**config.mk**
```make
export PLATFORM = sky130hd
export DESIGN_NAME = multicycle_ctrl_flat
export DESIGN_NICKNAME = d
export VERILOG_FILES = /design/src/rtl/multicycle_ctrl_pkg.sv /design/src/rtl/multicycle_ctrl_if.sv /design/src/rtl/multicycle_ctrl_alu_decoder.sv /design/src/rtl/multicycle_ctrl.sv /design/src/flat_wrapper.sv
export SDC_FILE = /design/constraint.sdc
export NUM_CORES = 1
export LEC_CHECK = 0
export ABC_AREA = 1
export BUFFER_PORTS_ARGS = -buffer_cell sky130_fd_sc_hd__buf_4
export CAP_MARGIN = 20
export CORE_ASPECT_RATIO = 1.25
export CORE_MARGIN = 2
export CORE_UTILIZATION = 38
export DETAILED_ROUTE_END_ITERATION = 16
export HOLD_SLACK_MARGIN = 0.15
export PLACE_DENSITY = 0.69
export SKIP_LAST_GASP = 1
export SLEW_MARGIN = 20
export SYNTH_ARGS = -nofsm -noshare
export SYNTH_HDL_FRONTEND = slang
export SYNTH_HIERARCHICAL = 1
export SYNTH_SLANG_ARGS = --single-unit
```
**constraint.sdc**
```tcl
create_clock -name clk -period 3.05 [get_ports clk]
set_input_delay 0.4575 -clock clk [delete_from_list [all_inputs] [get_ports clk]]
set_output_delay 0.4575 -clock clk [all_outputs]
set_load 0.01 [all_outputs]
```
**src/rtl/multicycle_ctrl_pkg.sv**
```systemverilog
// ============================================================================
// multicycle_ctrl_pkg: opcode, funct, ALU and state encodings for the MIPS control FSM.
// Rev 1.0
// ============================================================================
`default_nettype none

package multicycle_ctrl_pkg;

   localparam logic [5:0] OP_RTYPE = 6'b000000;
   localparam logic [5:0] OP_LW    = 6'b100011;
   localparam logic [5:0] OP_SW    = 6'b101011;
   localparam logic [5:0] OP_BEQ   = 6'b000100;
   localparam logic [5:0] OP_ADDI  = 6'b001000;
   localparam logic [5:0] OP_J     = 6'b000010;

   localparam logic [5:0] FUNCT_ADD = 6'b100000;
   localparam logic [5:0] FUNCT_SUB = 6'b100010;
   localparam logic [5:0] FUNCT_AND = 6'b100100;
   localparam logic [5:0] FUNCT_OR  = 6'b100101;
   localparam logic [5:0] FUNCT_SLT = 6'b101010;

   localparam logic [2:0] ALUC_AND = 3'b000;
   localparam logic [2:0] ALUC_OR  = 3'b001;
   localparam logic [2:0] ALUC_ADD = 3'b010;
   localparam logic [2:0] ALUC_SUB = 3'b110;
   localparam logic [2:0] ALUC_SLT = 3'b111;

   typedef enum logic [1:0] {
      ALUOP_ADD   = 2'b00,
      ALUOP_SUB   = 2'b01,
      ALUOP_FUNCT = 2'b10
   } alu_op_e;

   typedef enum logic [3:0] {
      S_FETCH   = 4'd0,
      S_DECODE  = 4'd1,
      S_MEMADR  = 4'd2,
      S_MEMRD   = 4'd3,
      S_MEMWB   = 4'd4,
      S_MEMWR   = 4'd5,
      S_EXECUTE = 4'd6,
      S_ALUWB   = 4'd7,
      S_BRANCH  = 4'd8,
      S_ADDIEX  = 4'd9,
      S_ADDIWB  = 4'd10,
      S_JUMP    = 4'd11,
      S_ILLEGAL = 4'd12
   } state_e;

endpackage

`default_nettype wire

```
**src/rtl/multicycle_ctrl_if.sv**
```systemverilog
// ============================================================================
// multicycle_ctrl_if: IR/ALU-flag inputs and datapath control outputs of the FSM.
// Rev 1.0
// ============================================================================
`default_nettype none

interface multicycle_ctrl_if;
   logic [5:0] opcode;
   logic [5:0] funct;
   logic       zero;
   logic       PC_en;
   logic       IorD;
   logic       mem_write;
   logic       IR_write;
   logic       reg_dst;
   logic       mem_to_reg;
   logic       reg_write;
   logic       ALU_src_A;
   logic [1:0] ALU_src_B;
   logic [2:0] ALU_control;
   logic [1:0] PC_src;
   logic       illegal_op;

   modport master (
      input  opcode, funct, zero,
      output PC_en, IorD, mem_write, IR_write, reg_dst, mem_to_reg, reg_write,
             ALU_src_A, ALU_src_B, ALU_control, PC_src, illegal_op
   );

   modport slave (
      output opcode, funct, zero,
      input  PC_en, IorD, mem_write, IR_write, reg_dst, mem_to_reg, reg_write,
             ALU_src_A, ALU_src_B, ALU_control, PC_src, illegal_op
   );
endinterface

`default_nettype wire

```
**src/rtl/multicycle_ctrl_alu_decoder.sv**
```systemverilog
// ============================================================================
// alu_decoder: maps ALU_op and funct to the 3-bit ALU_control code.
// Rev 1.0
// ============================================================================
`default_nettype none

module alu_decoder
   import multicycle_ctrl_pkg::*;
(
   input  alu_op_e    alu_op,
   input  logic [5:0] funct,
   output logic [2:0] alu_control,
   output logic       funct_ok
);

   always_comb begin
      alu_control = ALUC_ADD;
      funct_ok    = 1'b1;
      case (alu_op)
         ALUOP_SUB:   alu_control = ALUC_SUB;
         ALUOP_FUNCT: begin
            case (funct)
               FUNCT_ADD: alu_control = ALUC_ADD;
               FUNCT_SUB: alu_control = ALUC_SUB;
               FUNCT_AND: alu_control = ALUC_AND;
               FUNCT_OR:  alu_control = ALUC_OR;
               FUNCT_SLT: alu_control = ALUC_SLT;
               // Unsupported funct keeps the add code; the FSM routes to ILLEGAL.
               default:   funct_ok    = 1'b0;
            endcase
         end
         default:     alu_control = ALUC_ADD;
      endcase
   end

endmodule

`default_nettype wire

```
**src/rtl/multicycle_ctrl.sv**
```systemverilog
// ============================================================================
// multicycle_ctrl: Moore control FSM for the multicycle MIPS datapath.
// Rev 1.0
// ============================================================================
`default_nettype none

module multicycle_ctrl
   import multicycle_ctrl_pkg::*;
(
   input  logic              clk,
   input  logic              resetn,
   multicycle_ctrl_if.master bus
);

   state_e     state_q;
   state_e     state_d;
   alu_op_e    alu_op;
   logic [2:0] alu_control;
   logic       funct_ok;

   logic       pc_write;
   logic       branch;
   logic       ir_write;
   logic       mem_write;
   logic       reg_write;
   logic       iord;
   logic       reg_dst;
   logic       mem_to_reg;
   logic       src_a;
   logic [1:0] src_b;
   logic [1:0] pc_src;
   logic       illegal;

   alu_decoder u_alu_decoder (
      .alu_op      (alu_op),
      .funct       (bus.funct),
      .alu_control (alu_control),
      .funct_ok    (funct_ok)
   );

   always_ff @(posedge clk or negedge resetn) begin
      if (!resetn) state_q <= S_FETCH;
      else         state_q <= state_d;
   end

   always_comb begin
      state_d = state_q;
      case (state_q)
         S_FETCH:   state_d = S_DECODE;
         S_DECODE: begin
            case (bus.opcode)
               OP_LW, OP_SW: state_d = S_MEMADR;
               OP_RTYPE:     state_d = S_EXECUTE;
               OP_BEQ:       state_d = S_BRANCH;
               OP_ADDI:      state_d = S_ADDIEX;
               OP_J:         state_d = S_JUMP;
               default:      state_d = S_ILLEGAL;
            endcase
         end
         S_MEMADR:  state_d = (bus.opcode == OP_SW) ? S_MEMWR : S_MEMRD;
         S_MEMRD:   state_d = S_MEMWB;
         S_MEMWB:   state_d = S_FETCH;
         S_MEMWR:   state_d = S_FETCH;
         S_EXECUTE: state_d = funct_ok ? S_ALUWB : S_ILLEGAL;
         S_ALUWB:   state_d = S_FETCH;
         S_BRANCH:  state_d = S_FETCH;
         S_ADDIEX:  state_d = S_ADDIWB;
         S_ADDIWB:  state_d = S_FETCH;
         S_JUMP:    state_d = S_FETCH;
         S_ILLEGAL: state_d = S_ILLEGAL;
         default:   state_d = S_ILLEGAL;
      endcase
   end

   always_comb begin
      pc_write   = 1'b0;
      branch     = 1'b0;
      ir_write   = 1'b0;
      mem_write  = 1'b0;
      reg_write  = 1'b0;
      iord       = 1'b0;
      reg_dst    = 1'b0;
      mem_to_reg = 1'b0;
      src_a      = 1'b0;
      src_b      = 2'b00;
      pc_src     = 2'b00;
      alu_op     = ALUOP_ADD;
      illegal    = 1'b0;
      case (state_q)
         S_FETCH: begin
            ir_write = 1'b1;
            pc_write = 1'b1;
            src_b    = 2'b01;
         end
         S_DECODE:  src_b = 2'b11;
         S_MEMADR, S_ADDIEX: begin
            src_a = 1'b1;
            src_b = 2'b10;
         end
         S_MEMRD:   iord = 1'b1;
         S_MEMWB: begin
            mem_to_reg = 1'b1;
            reg_write  = 1'b1;
         end
         S_MEMWR: begin
            iord      = 1'b1;
            mem_write = 1'b1;
         end
         S_EXECUTE: begin
            src_a  = 1'b1;
            alu_op = ALUOP_FUNCT;
         end
         S_ALUWB: begin
            reg_dst   = 1'b1;
            reg_write = 1'b1;
         end
         S_BRANCH: begin
            src_a  = 1'b1;
            alu_op = ALUOP_SUB;
            pc_src = 2'b01;
            branch = 1'b1;
         end
         S_ADDIWB:  reg_write = 1'b1;
         S_JUMP: begin
            pc_src   = 2'b10;
            pc_write = 1'b1;
         end
         S_ILLEGAL: illegal = 1'b1;
         default:   illegal = 1'b1;
      endcase
   end

   // Strobes are gated by resetn so an in-flight write dies the moment reset falls.
   assign bus.PC_en       = resetn & (pc_write | (branch & bus.zero));
   assign bus.IR_write    = resetn & ir_write;
   assign bus.mem_write   = resetn & mem_write;
   assign bus.reg_write   = resetn & reg_write;
   assign bus.IorD        = iord;
   assign bus.reg_dst     = reg_dst;
   assign bus.mem_to_reg  = mem_to_reg;
   assign bus.ALU_src_A   = src_a;
   assign bus.ALU_src_B   = src_b;
   assign bus.ALU_control = alu_control;
   assign bus.PC_src      = pc_src;
   assign bus.illegal_op  = illegal;

endmodule

`default_nettype wire

```
**src/flat_wrapper.sv**
```systemverilog
// flat-port wrapper written by rule: the top's interface ports become plain ports
module multicycle_ctrl_flat import multicycle_ctrl_pkg::*;
  (clk, resetn, bus_opcode, bus_funct, bus_zero, bus_PC_en, bus_IorD, bus_mem_write, bus_IR_write, bus_reg_dst, bus_mem_to_reg, bus_reg_write, bus_ALU_src_A, bus_ALU_src_B, bus_ALU_control, bus_PC_src, bus_illegal_op);
  multicycle_ctrl_if bus_i ();
  input  logic clk;
  input  logic resetn;
  input wire logic [$bits(bus_i.opcode)-1:0] bus_opcode;
  input wire logic [$bits(bus_i.funct)-1:0] bus_funct;
  input wire logic [$bits(bus_i.zero)-1:0] bus_zero;
  output wire logic [$bits(bus_i.PC_en)-1:0] bus_PC_en;
  output wire logic [$bits(bus_i.IorD)-1:0] bus_IorD;
  output wire logic [$bits(bus_i.mem_write)-1:0] bus_mem_write;
  output wire logic [$bits(bus_i.IR_write)-1:0] bus_IR_write;
  output wire logic [$bits(bus_i.reg_dst)-1:0] bus_reg_dst;
  output wire logic [$bits(bus_i.mem_to_reg)-1:0] bus_mem_to_reg;
  output wire logic [$bits(bus_i.reg_write)-1:0] bus_reg_write;
  output wire logic [$bits(bus_i.ALU_src_A)-1:0] bus_ALU_src_A;
  output wire logic [$bits(bus_i.ALU_src_B)-1:0] bus_ALU_src_B;
  output wire logic [$bits(bus_i.ALU_control)-1:0] bus_ALU_control;
  output wire logic [$bits(bus_i.PC_src)-1:0] bus_PC_src;
  output wire logic [$bits(bus_i.illegal_op)-1:0] bus_illegal_op;
  assign bus_i.opcode = bus_opcode;
  assign bus_i.funct = bus_funct;
  assign bus_i.zero = bus_zero;
  assign bus_PC_en = bus_i.PC_en;
  assign bus_IorD = bus_i.IorD;
  assign bus_mem_write = bus_i.mem_write;
  assign bus_IR_write = bus_i.IR_write;
  assign bus_reg_dst = bus_i.reg_dst;
  assign bus_mem_to_reg = bus_i.mem_to_reg;
  assign bus_reg_write = bus_i.reg_write;
  assign bus_ALU_src_A = bus_i.ALU_src_A;
  assign bus_ALU_src_B = bus_i.ALU_src_B;
  assign bus_ALU_control = bus_i.ALU_control;
  assign bus_PC_src = bus_i.PC_src;
  assign bus_illegal_op = bus_i.illegal_op;
  multicycle_ctrl u_core (.clk(clk), .resetn(resetn), .bus(bus_i));
endmodule
```
==> run_results.csv, run 1 <==
group,metric,value,unit
worst_setup_path,critPathCaptureType,"output pin",
placed_design,post-dp-hpwl,1.39,mm
timing,rsz0062_at_grt,"false",
cts,cts-root-buf,"clkbuf_4",
timing,fin_crit_sh,74.2,%
cts,clkSinkCount,4,
power_and_ir_drop,peakVddDrop,0.405,mV
global_route,grt_max_degree,7,
cts,cts_tree,"built",
synth,ys_ff_latch,4,
synth,yosysSeqAreaShare,15.3,%
final_layout,top_register,"u_core/state_q",
synth,netlist_instances,117,
power_and_ir_drop,power_density,691,mW/mm^2
final_layout,final_util,58.5,%
routing,num_vias,796,
routing,routed_wl,1.62,mm
cts,insertion_delay,230,ps
floorplanning,fp-row-count,16,
timing,finalMaxSlewViolations,0,
synth,syn_nets,134,
final_layout,largest_reg_flops,4,
cts,clk_path_buf_depth,2,
placed_design,dpl.cell_count,164,
floorplanning,start_util,41.3,%
global_route,gr-total-overflow,0,
synth,yosysWarnings,6,
timing,fin_crit,2260,ps
routing,drc,0,
floorplanning,die_width,41.1,um
timing,finalSetupViolations,0,
timing,whs,572,ps
final_layout,n_antenna_cell,0,
cts,htree_levels,1,
timing,tightest_slew,268,ps
timing,max_slew_margin,82.0,%
global_route,grt_first_pass_wirelength,3.00,mm
routing,via_per_inst,4.74,
final_layout,fin_cells,168,
cts,numCtsBuffers,3,
min_path,min_path_type,"in -> async",
final_layout,area_delta_synth_final,41.8,%
floorplanning,die_area,0.00207,mm^2
power_and_ir_drop,power_leakage,0.538,nW
routing,dr.pass1.iters,4,
synth,yosysUniqueCellTypes,21,
routing,drtIter0Drc,4,
synth,syn_avg_cell_area,5.58,um^2
timing,fin_skew,3.89,ps
floorplanning,core-area,0.00158,mm^2
flow_run,cap_violations,0,
worst_setup_path,critical_path_class,"reg -> out",
final_layout,nFillCells,159,
floorplanning,die_y,50.4,um
run_status,status,"finished clean",
final_layout,drive_above_1_share,34.7,%
placed_design,gp_congestion,0.838,
power_and_ir_drop,finalPower,0.640,mW
timing,hold_viol_final,0,
global_route,antenna_found_initial,0,
routing,wl_per_cell,9.65,um
worst_setup_path,critPathMaxFanout,5,
cts,clk_pin_slew,40,ps
synth,netlist_area,653,um^2
routing,drt.antenna.violating_nets,0,
worst_setup_path,arrival,1810,ps
worst_setup_path,ff2ff_path_depth,9,
placed_design,port_buffers,30,
global_route,track_usage,20.3,%
cts,cts.repair.resized,0,
final_layout,reg_top3,"u_core/state_q: 4 flops",
final_layout,nNetsFinal,169,
timing,fmax,0.442,GHz
worst_setup_path,worstPathRequired,2590,ps
floorplanning,boundaryPins,31,
worst_setup_path,worst_setup_path_start_kind,"register",
timing,setup_tns,0,ps
global_route,grt_pass1_vias,789,
report_power, final:
part,leakage [nW],switching (mW),internal (mW)
Combinational,0.473,0.277,0.196
Clock,0.0138,0.0202,0.0439
Sequential,0.0515,0.0249,0.0779
area by class of cell:
cell class,count,area (um^2),area share [%]
timing repair buffer,31,235,25.4
multi-input combinational,83,437,47.2
tap,18,22.5,2.43
clock buffer,3,22.5,2.43
sequential,4,100,10.8
inverter,29,109,11.8
routing by layer:
| metal | vias up | global-route usage (%) | part of all wire, % |
|---|---|---|---|
| met5 | - | 0 | 0 |
| met4 | 0 | 7.78 | 1.1 |
| met3 | 2 | 3.98 | 5.1 |
| met2 | 22 | 34.6 | 52 |
| met1 | 348 | 23.1 | 42 |
| li1 | 424 | - | - |
cell families (layout without fill, tap and decap cells):
family                   count (synthesis)  count (layout)  synth area share [%]
AO/OA/AOI/OAI                            8               8                  7.85
flip-flops                               4               4                  15.3
AND/OR/NAND/NOR                         73              73                  55.2
adder cells (fa/ha/maj)                  2               2                  3.83
buffers and inverters                   30              63                  17.8
cell usage in the layout, fill, tap and decap left out, drive strengths merged, types with 2 or more instances in the layout:
cell type,count
buf,30
inv,29
nor2,29
nand2,26
nand3,14
dfrtp,4
clkbuf,3
nand4,3
o211ai,2
o21ai,2
ha,2
a21oi,2
worst paths after layout:
kind                                        startpoint                     endpoint  slack, ps
setup / recovery           u_core/state_q[2]$_DFF_PN0_           bus_ALU_control[0]        790
hold / removal                                  resetn  u_core/state_q[3]$_DFF_PN0_        570
setup reg to reg           u_core/state_q[0]$_DFF_PN0_  u_core/state_q[1]$_DFF_PN0_       1420
hold reg to reg            u_core/state_q[0]$_DFF_PN0_  u_core/state_q[3]$_DFF_PN0_        610
max in group asynchronous                       resetn  u_core/state_q[1]$_DFF_PN0_       2370
min in group clk                         bus_opcode[4]  u_core/state_q[1]$_DFF_PN0_        610
critical path, stage by stage, from the launching register on:
cell	delay, ps
dfrtp_1	400
inv_2	100
nand2_1	130
nor2_2	230
inv_1	70
ha_1	240
nand2_1	80
inv_1	40
nand4_1	90
nand2_1	70
buf_4	140
synthesized netlist by cell type (all sizes together):
cell type | count | share of area, %
nor2 | 29 | 22
o22ai | 1 | 0.96
o211ai | 2 | 2.3
nand3b | 1 | 1.1
a31oi | 1 | 0.96
dfrtp | 4 | 15
nand4 | 3 | 2.9
nand2 | 26 | 17
o21ai | 2 | 1.5
nand3 | 14 | 12
buf | 1 | 1.1
a21oi | 2 | 2.1
ha | 2 | 3.8
inv | 29 | 17
metrics by stage:
stage               area (um^2)  setup slack (ps)
floorplan                   653              1270
global placement            893              1080
detailed placement          893              1040
CTS                         926               787
global route                926               576
finish                      926               787
what timing repair did:
| action | CTS | global route |
|---|---|---|
| hold buffers | 1 | 0 |
| buffers inserted | 0 | 0 |
| endpoints found under the hold margin | 4 | 0 |
(Power assumes the default switching activity.)
==> run 2, diff against run 1 <==
--- a/config.mk
+++ b/config.mk
@@ -13,7 +13,7 @@
 export CORE_UTILIZATION = 38
 export DETAILED_ROUTE_END_ITERATION = 16
 export HOLD_SLACK_MARGIN = 0.15
-export PLACE_DENSITY = 0.69
+export PLACE_DENSITY = 0.71
 export SKIP_LAST_GASP = 1
 export SLEW_MARGIN = 20
 export SYNTH_ARGS = -nofsm -noshare
==> constraint.sdc (replaced) <==
create_clock -name clk -period 2.07 [get_ports clk]
set_input_delay 0.3105 -clock clk [delete_from_list [all_inputs] [get_ports clk]]
set_output_delay 0.3105 -clock clk [all_outputs]
set_load 0.01 [all_outputs]
==> run 2 against run 1 <==
Compared with the run above: register-to-register slack got worse by 880 ps; cell area rose by 3.1%; non-clock buffer count rose by 1; combinational power rose by 55%; via count fell by 0.38%; highest routed layer unchanged.
==> run_results.csv, run 2 (synthesis gave the netlist of run 1 again) <==
group,metric,value,unit
timing,fmax,0.518,GHz
timing,fin_crit_sh,93.3,%
placed_design,gp_congestion,0.791,
worst_setup_path,crit_slowest_cell,"dfrtp_1",
final_layout,multi_input_area,457,um^2
worst_setup_path,cp.buffers_inverters,3,
worst_setup_path,r2r-end,"u_core/state_q[1]$_DFF_PN0_",
final_layout,final_cell_mix,"buf_4 (31), inv_1 (23), nand2_1 (22)",
routing,dr.pass1.iters,4,
global_route,grt_pass1_vias,723,
timing,fin_crit,1930,ps
final_layout,regArea,101,um^2
worst_setup_path,r2r_slack,540,ps
timing,max_slew_margin,83.4,%
global_route,gr-total-overflow,0,
timing,finalSetupViolations,0,
routing,via_per_inst,4.69,
routing,drc,0,
worst_setup_path,critPathMaxFanout,5,
worst_setup_path,worstSetupEndpoint,"bus_ALU_control[2]",
floorplanning,core-area,0.00158,mm^2
placed_design,port_buffers,30,
routing,num_vias,793,
floorplanning,die_y,50.4,um
worst_setup_path,worst_setup_path_start_kind,"register",
cts,cts-root-buf,"clkbuf_4",
global_route,grt_max_degree,7,
power_and_ir_drop,power_leakage,0.542,nW
final_layout,layout.cells.most_common,"buf_4",
worst_setup_path,critPathCaptureType,"output pin",
routing,drtIter0Drc,11,
final_layout,nNetsFinal,170,
worst_setup_path,arrival,1620,ps
placed_design,post-dp-hpwl,1.41,mm
timing,tightest_slew,248,ps
worst_setup_path,critical_path_class,"reg -> out",
cts,htree_levels,1,
min_path,min_path_type,"in -> async",
floorplanning,fp-row-count,16,
routing,routed_wl,1.62,mm
routing,wl_per_cell,9.58,um
cts,cts_tree,"built",
floorplanning,die_width,41.1,um
final_layout,nFillCells,171,
worst_setup_path,crit_family,"simple AND/OR/NAND/NOR gates",
final_layout,area_delta_synth_final,46.2,%
timing,setup_tns,0,ps
worst_setup_path,path_cells,"inv_2 -> nand2_2 -> nor2_4 -> ha_4 -> nand2_1 -> inv_2 -> nand3_2 -> a21oi_2 -> buf_4",
floorplanning,start_util,41.3,%
worst_setup_path,slowest_delay,410,ps
global_route,grt_first_pass_wirelength,2.72,mm
worst_setup_path,path_common_cell,"inv_2",
power_and_ir_drop,peakVddDrop,0.547,mV
timing,hold_viol_final,0,
final_layout,reg_top3,"u_core/state_q: 4 flops",
power_and_ir_drop,power_density,1040,mW/mm^2
final_layout,n_antenna_cell,0,
worst_setup_path,worstPathRequired,1760,ps
cts,clk_path_buf_depth,2,
cts,numCtsBuffers,3,
cts,insertion_delay,240,ps
worst_setup_path,crit_start,"u_core/state_q[3]$_DFF_PN0_",
floorplanning,die_area,0.00207,mm^2
floorplanning,boundaryPins,31,
cts,clkSinkCount,4,
routing,drt.antenna.violating_nets,0,
flow_run,cap_violations,0,
worst_setup_path,timing.rr.start,"u_core/state_q[3]$_DFF_PN0_",
timing,fin_skew,4.73,ps
timing,finalMaxSlewViolations,0,
final_layout,drive_above_1_share,37.7,%
global_route,antenna_found_initial,0,
worst_setup_path,ff2ff_path_depth,9,
cts,cts_setup_buffers,0,
final_layout,largest_reg_flops,4,
cts,clk_pin_slew,40,ps
power_and_ir_drop,finalPower,0.989,mW
run_status,status,"finished clean",
final_layout,top_register,"u_core/state_q",
global_route,track_usage,18.6,%
timing,rsz0062_at_grt,"false",
worst_setup_path,cp_num_cells,9,
==> run 2: cell count changes in the layout (fill, tap and decap cells not counted), sizes merged <==
cell	delta
buf	+1
==> run 2: power by group <==
group	internal [mW]	switching, mW
Combinational	0.309	0.425
Sequential	0.117	0.0426
Clock	0.0648	0.0317
==> run 2: cell type report <==
class,instances,area share (%)
timing repair buffer,32,25.4
tap,18,2.36
inverter,29,11.4
sequential,4,10.6
multi-input combinational,83,47.8
clock buffer,3,2.36
==> run 2: repair_timing <==
action | CTS | global route
gates resized for setup | 0 | 6
setup endpoints to repair | 0 | 3
hold buffers | 1 | 0
hold endpoints to repair | 4 | 0
==> run 2: worst min path at each step <==
stage	end	cells past startpoint	slack, ps
after detailed placement	u_core/state_q[1]$_DFF_PN0_	1	120
after global routing	u_core/state_q[3]$_DFF_PN0_	2	420
after CTS	u_core/state_q[3]$_DFF_PN0_	2	410
after global placement	u_core/state_q[1]$_DFF_PN0_	1	110
final	u_core/state_q[3]$_DFF_PN0_	2	420
after floorplan	u_core/state_q[0]$_DFF_PN0_	0	10
==> run 2: per-layer routing <==
metal  routed length (um)  up-vias  global-route usage, %
met5                    0        -                      0
li1                     -      430                      -
met3                   63        2                   2.65
met4                    8        0                   6.67
met2                  894       16                   31.8
met1                  652      345                   22.1
==> run 2: stage by stage <==
stage	setup slack, ps	instance area (um^2)	util [%]	hold slack (ps)	instances
final	139	955	60.4	417	169
after global routing	5.74	955	60.4	419	169
after CTS	4.98	933	59.0	408	169
after detailed placement	267	901	57.0	117	165
after global placement	277	901	57.0	115	165
after floorplan	435	653	-	14.9	117
